File: src/rtl/wb_master_arbiter.sv
// Round-robin arbiter sharing one Wishbone master port between N_M masters.
// The grant is held for the owner's whole cycle, and a watchdog errors out stalled strobes.
module wb_master_arbiter #(
  parameter int N_M     = 2,
  parameter int ADDR_W  = 24,
  parameter int DATA_W  = 16,
  parameter int TIMEOUT = 255
) (
  input  logic                  i_clk,
  input  logic                  i_rst_n,
  input  logic [N_M-1:0]        m_cyc,
  input  logic [N_M-1:0]        m_stb,
  input  logic [N_M*ADDR_W-1:0] m_adr,
  input  logic [N_M*DATA_W-1:0] m_o_dat,
  input  logic [N_M-1:0]        m_we,
  input  logic [N_M*2-1:0]      m_sel,
  input  logic [N_M-1:0]        m_8_burst,
  input  logic [N_M-1:0]        m_4_burst,
  output logic [DATA_W-1:0]     m_i_dat,
  output logic [N_M-1:0]        m_ack,
  output logic [N_M-1:0]        m_err,
  output logic                  s_cyc,
  output logic                  s_stb,
  output logic [ADDR_W-1:0]     s_adr,
  output logic [DATA_W-1:0]     s_o_dat,
  output logic                  s_we,
  output logic [1:0]            s_sel,
  output logic                  s_8_burst,
  output logic                  s_4_burst,
  input  logic [DATA_W-1:0]     s_i_dat,
  input  logic                  s_ack,
  input  logic                  s_err,
  output logic [N_M-1:0]        o_grant,
  output logic                  o_busy
);

  localparam int          IDX_W = (N_M > 2) ? 2 : 1;
  localparam int unsigned NM_U  = N_M;

  typedef enum logic {IDLE, BUSY} state_t;

  state_t           r_state, w_state_nxt;
  logic [IDX_W-1:0] r_owner, r_last, w_win, w_scan;
  logic [7:0]       r_wait, w_wait_nxt;
  logic [N_M-1:0]   w_req;
  logic             w_req_any;
  logic             w_own_cyc;
  logic             w_stb;
  logic             w_wd;

  assign w_req     = m_cyc & m_stb;
  assign w_own_cyc = m_cyc[r_owner];
  assign w_stb     = (r_state == BUSY) && w_own_cyc && m_stb[r_owner];
  // An ack landing in the timeout cycle suppresses the watchdog pulse.
  assign w_wd      = (TIMEOUT != 0) && w_stb && !s_ack && (r_wait == 8'(TIMEOUT));
  assign m_i_dat   = s_i_dat;

  // Scan starts just after the last owner, giving round-robin priority.
  always_comb begin
    w_win     = '0;
    w_scan    = '0;
    w_req_any = 1'b0;
    for (int unsigned i = 1; i <= NM_U; i++) begin
      w_scan = IDX_W'((32'(r_last) + i) % NM_U);
      if (!w_req_any && w_req[w_scan]) begin
        w_req_any = 1'b1;
        w_win     = w_scan;
      end
    end
  end

  always_comb begin
    w_state_nxt = r_state;
    case (r_state)
      IDLE:    if (w_req_any) w_state_nxt = BUSY;
      BUSY:    if (!w_own_cyc) w_state_nxt = IDLE;
      default: w_state_nxt = IDLE;
    endcase
  end

  always_comb begin
    w_wait_nxt = '0;
    if (w_stb && !s_ack && !s_err && !w_wd && (r_wait != 8'hFF))
      w_wait_nxt = r_wait + 8'd1;
    else if (w_stb && !s_ack && !s_err && !w_wd)
      w_wait_nxt = r_wait;
  end

  always_ff @(posedge i_clk) begin
    if (!i_rst_n) begin
      r_state <= IDLE;
      r_owner <= '0;
      r_last  <= IDX_W'(N_M - 1);
      r_wait  <= '0;
    end else begin
      r_state <= w_state_nxt;
      r_wait  <= w_wait_nxt;
      if (r_state == IDLE && w_req_any) begin
        r_owner <= w_win;
        r_last  <= w_win;
      end
    end
  end

  always_comb begin
    s_cyc     = 1'b0;
    s_stb     = 1'b0;
    s_adr     = '0;
    s_o_dat   = '0;
    s_we      = 1'b0;
    s_sel     = '0;
    s_8_burst = 1'b0;
    s_4_burst = 1'b0;
    o_grant   = '0;
    o_busy    = 1'b0;
    m_ack     = '0;
    m_err     = '0;
    if (r_state == BUSY) begin
      s_cyc            = w_own_cyc;
      s_stb            = w_stb;
      s_adr            = m_adr[r_owner*ADDR_W +: ADDR_W];
      s_o_dat          = m_o_dat[r_owner*DATA_W +: DATA_W];
      s_we             = m_we[r_owner];
      s_sel            = m_sel[r_owner*2 +: 2];
      s_8_burst        = m_8_burst[r_owner];
      s_4_burst        = m_4_burst[r_owner];
      o_grant[r_owner] = 1'b1;
      o_busy           = 1'b1;
      m_ack[r_owner]   = s_ack & m_stb[r_owner];
      m_err[r_owner]   = s_err | w_wd;
    end
  end

endmodule

File: config.mk
export PLATFORM = sky130hd
export DESIGN_NAME = wb_master_arbiter
export DESIGN_NICKNAME = d
export VERILOG_FILES = /design/src/rtl/wb_master_arbiter.sv
export SDC_FILE = /design/constraint.sdc
export NUM_CORES = 1
export LEC_CHECK = 0
export CAP_MARGIN = 20
export CELL_PAD_IN_SITES_DETAIL_PLACEMENT = 1
export CELL_PAD_IN_SITES_GLOBAL_PLACEMENT = 2
export CORE_MARGIN = 2
export CORE_UTILIZATION = 12
export CTS_CLUSTER_SIZE = 14
export DETAILED_ROUTE_END_ITERATION = 12
export PLACE_DENSITY_LB_ADDON = 0.1
export SKIP_CTS_REPAIR_TIMING = 1
export SLEW_MARGIN = 40
export SYNTH_ARGS = -nofsm -noshare
export SYNTH_HDL_FRONTEND = slang
export SYNTH_SLANG_ARGS = --single-unit
File: constraint.sdc
create_clock -name i_clk -period 2 [get_ports i_clk]
set_clock_uncertainty 0.2 [all_clocks]
set_input_delay 0.4 -clock i_clk [delete_from_list [all_inputs] [get_ports i_clk]]
set_output_delay 0.4 -clock i_clk [all_outputs]
set_load 0.05 [all_outputs]
* Yosys cells after proc, flatten, opt, wreduce, memory -nomap -nowiden
Index checks and enable logic that the tools add are counted.
Storage, ports and cells: register bits after elaboration 11, bits in latches 0, RAM bits 0, memory bits (read-only) 0, bits of input ports 114, output and inout bits 70, word-level logic and storage cells 75, memories 0
Cells by class: $add $sub $neg 3, multipliers 1, divide/modulo/power cells 0, order comparisons 4, equal/unequal tests 3, shift-type cells 3, multiplexer cells 37, bitwise operators 6, reduce and logical (&&, ||, !) cells 14
Operator list (count):
- indexed part select 48 x 7 -> 24 bit | 1
- indexed part select 32 x 6 -> 16 bit | 1
- two-way mux 1 bit | 27
- two-way mux 24 bit | 1
- two-way mux 16 bit | 1
- two-way mux 8 bit | 2
- logical AND 1 bit | 10
- adder 8 x 1 -> 8 bit (second input constant) | 1
- == test 8 bit (second input constant) | 1
- two-way mux 2 bit | 4
- != test 8 bit (second input constant) | 1
- bitwise AND 2 bit | 3
- less-than comparator 1 x 2 -> 1 bit (second input constant) | 3
- zero test 1 bit | 4
- indexed part select 4 x 3 -> 2 bit | 1
- multiplier 1 x 2 -> 3 bit (second input constant) | 1
- adder 1 bit (second input constant) | 2
- != test 2 x 1 -> 1 bit (second input constant) | 1
- case mux 1 bit (2 select lines) | 1
- bitwise AND 1 bit | 1
- demux 1 bit (select 1 bit) | 1
- >= comparator 1 bit (second input constant) | 1
- NOT 1 bit | 1
- OR 1 bit | 1

* Depth between registers and ports, before layout
depth in word-level cells 10, gate-level depth with buffers 5, gate-level depth less buffers 4

* Worst setup path before layout
OpenSTA, ideal clock, no wires.
path type reg2out, start register r_state, end output m_err[0], arrival time 2.403 ns, data required time 1.400 ns, setup slack -1.003 ns, stages on the path, launching flop included 3, path buffers 0, cells stage by stage dfxtp_1 > nor2b_1 > nor2b_1
Between the ends: cells in the longest elaborated chain, start to end 7
RTL lines:
- from (decl) | line 42 | state_t r_state, w_state_nxt;
- from (signal assigned) | line 96 | r_state <= w_state_nxt;
- logical AND 1 bit (2 in series) | line 53 | assign w_stb = (r_state == BUSY) && w_own_cyc && m_stb[r_owner];
- logical AND 1 bit (2 in series) | line 55 | assign w_wd = (TIMEOUT != 0) && w_stb && !s_ack && (r_wait == 8'(TIMEOUT));
- OR 1 bit | line 130 | m_err[r_owner] = s_err | w_wd;
- bitwise AND 2 bit (no source line)
- two-way mux 2 bit * | line 118 | if (r_state == BUSY) begin
- to (decl) | line 21 | output logic [N_M-1:0] m_err,
Every way passes the cells marked *; elsewhere a longest branch is shown, timed or not.

* Worst setup path in the final report
start register r_wait[1], end output m_err[1]
Between the ends: cells in the longest elaborated chain, start to end 5
RTL lines:
- from (decl) | line 44 | logic [7:0] r_wait, w_wait_nxt;
- from (signal assigned) | line 97 | r_wait <= w_wait_nxt;
- == test 8 bit | line 55
- logical AND 1 bit | line 55
- OR 1 bit | line 130
- bitwise AND 2 bit (no source line)
- two-way mux 2 bit | line 118
Every way passes these cells.

==> results.toml <==
[status]
status = "finished, violations left"
violations = "negative setup slack"

[route]
ant_nets = 0
wire_per_inst_um = 15.1
drt_wl_total_um = 7220
route.detailed.drc = 0
drtIter0Drc = 18
via_per_inst = 3.87
dr.pass1.iters = 4
num_vias = 1847

[layout]
final_cells = 477
nets = 446
stdcell_area_mm2 = 0.00402
drive_above_1_share_pct = 45.2
area_delta_synth_final_pct = 171
antenna_cells = 0

[yosys]
synth_area_per_cell_um2 = 8.14
synth_area_mm2 = 0.00148
yosysSeqAreaShare_pct = 14.9
ys_warn_count = 0
ys_seq_elements = 11
synth_edf_count = 0
syn_inst = 182
synth_cell_types = 28
ys.flop_type = "dfxtp_1"
async_reset_ff_share_pct = 0
syn-num-nets = 297

[clock_network]
clock_sinks = 11
clk_pin_slew_ps = 50
cts-root-buf = "clkbuf_16"
insertion_delay_ps = 240
clockBufferDepth = 2
cts_buffers = 3
cts-htree-levels = 1
cts_tree = "yes"

[global_route]
grt_max_degree = 25
grt_overflow = 0
grtUsageTotal_pct = 10.2
grt_pass1_wl_um = 10600
grt_pass1_vias = 1881
grt_antenna_before_repair = 0

[critical_path]
crit_chain = "ha_4 -> and3_4 -> a41oi_2 -> buf_6 -> nor2b_4 -> buf_12"
crit_family = "flip-flops"
path_buf_inv = 2
r2r_slack_ps = 390
slowest_delay_ps = 350
start_kind = "flop"
r2r_end = "r_wait[3]"
crit_slowest_cell = "dfxtp_2"
reg2reg_depth = 5
required_ps = 1400
reg2reg_from = "r_state"
critical_path_class = "flop to primary output"
arrival_ps = 1420
endpoint_kind = "primary output"
crit_fanout = 2

[placed_design]
placed_cell_area_mm2 = 0.00380
post-place-cells = 470
hpwl_um = 6090
place.gp.congestion = 0.658
io_buffers = 151

[worst_hold_path]
hold_depth = 1
hold_end = "r_last"
hp-start = "r_last"
hold_path_class = "flop to flop"

[power_and_ir_drop]
power_uw = 1550
power.leakage_uw = 0.00150
p_per_area_mw_per_mm2 = 386
irDropWorstVdd_mv = 0.271

[sta]
finalSetupViolCount = 2
fmax_mhz = 494
final_hold_viol_count = 0
whs_ps = 300
drv_slew = 0
tightest_slew_ps = 224
setup_ws_ps = -22.9
rsz0062_at_grt = "yes"
slew_headroom_pct = 85.1
fin_crit_sh_pct = 101
min_period_ps = 2020

[die]
dieArea_mm2 = 0.0133
die_w_um = 115
fp-row-count = 40
core_area_mm2 = 0.0120
die_h_um = 115
initial_core_util_pct = 12.3
ios = 184

[run]
maxCapViolations = 0
==> stage by stage <==
step	util [%]	setup WS, ps	setup TNS [ps]
CTS	32.3	-315	-2310
global placement	31.6	-296	-733
detailed placement	31.6	-308	-800
floorplan	-	-86.2	-776
finish	33.5	-22.9	-45.5
global route	33.5	-88.8	-192
==> placed cells by master, fill, tap and decap left out, drive strengths merged, types with 2 or more instances in the layout <==
| cell type | count |
|---|---|
| mux2i | 46 |
| nand3 | 4 |
| and3 | 4 |
| a41oi | 2 |
| and2 | 2 |
| nand2 | 4 |
| a21boi | 2 |
| dfxtp | 11 |
| clkdlybuf4s50 | 92 |
| inv | 2 |
| xor2 | 4 |
| nand3b | 2 |
| o21ai | 4 |
| clkbuf | 3 |
| nor2b | 51 |
| dlymetal6s2s | 5 |
| buf | 74 |
| nor2 | 7 |
==> report_power, final <==
part	switching [uW]	internal, uW	total [uW]
combinational	424	529	953
clock	102	265	367
sequential	8.61	225	233
total	534	1020	1550
==> flip-flops by register name (all words and copies together) (netlist names) <==
register and cells:
r_wait 8, r_owner 1, r_last 1, r_state 1
==> final cells by class <==
type / count / area, um^2
clock inverter: 1 / 5.00
inverter: 2 / 7.51
clock buffer: 3 / 75.1
sequential: 11 / 229
tap: 147 / 184
multi-input combinational: 142 / 1270
fill: 1335 / 7990
timing repair buffer: 171 / 2250
==> worst max path at each step <==
stage               cells past startpoint   endpoint       from  slack [ps]
floorplan                               3  s_adr[14]    r_state         -90
global placement                        7   m_err[0]   m_cyc[1]        -300
detailed placement                      7   m_err[0]   m_cyc[1]        -310
CTS                                     7   m_err[0]   m_cyc[1]        -310
global route                            6   m_err[0]  r_wait[1]         -90
finish                                  6   m_err[1]  r_wait[1]         -20
==> synthesized netlist by cell type (3+ instances only) <==
library cell / instances / area (um^2)
mux2i_1: 46 / 460
and3_1: 4 / 25.0
nand3_1: 4 / 20.0
o21ai_0: 4 / 20.0
clkbuf_1: 5 / 18.8
nand2_1: 4 / 15.0
nor2b_1: 51 / 319
buf_4: 19 / 143
buf_2: 3 / 15.0
nor2_1: 7 / 26.3
xor2_1: 4 / 35.0
dfxtp_1: 11 / 220
==> layer usage <==
metal	share of wire [%]	up-vias	global-route usage [%]
li1	-	903	-
met1	40	875	12.3
met2	54	67	19.3
met3	5.5	2	1.90
met4	0.25	0	0.964
met5	0	-	0
==> cell families (layout without fill, tap and decap cells) <==
| family | Yosys count | in the layout | synth area share, % |
|---|---|---|---|
| fa+ha+maj | 1 | 1 | 0.844 |
| compound gates | 13 | 13 | 6.08 |
| flops | 11 | 11 | 14.9 |
| simple gates | 77 | 77 | 31.8 |
| buf+inv | 29 | 177 | 12.4 |
| mux | 46 | 46 | 31.1 |
| xor+xnor | 5 | 5 | 2.96 |
(Power assumes the default switching activity.)
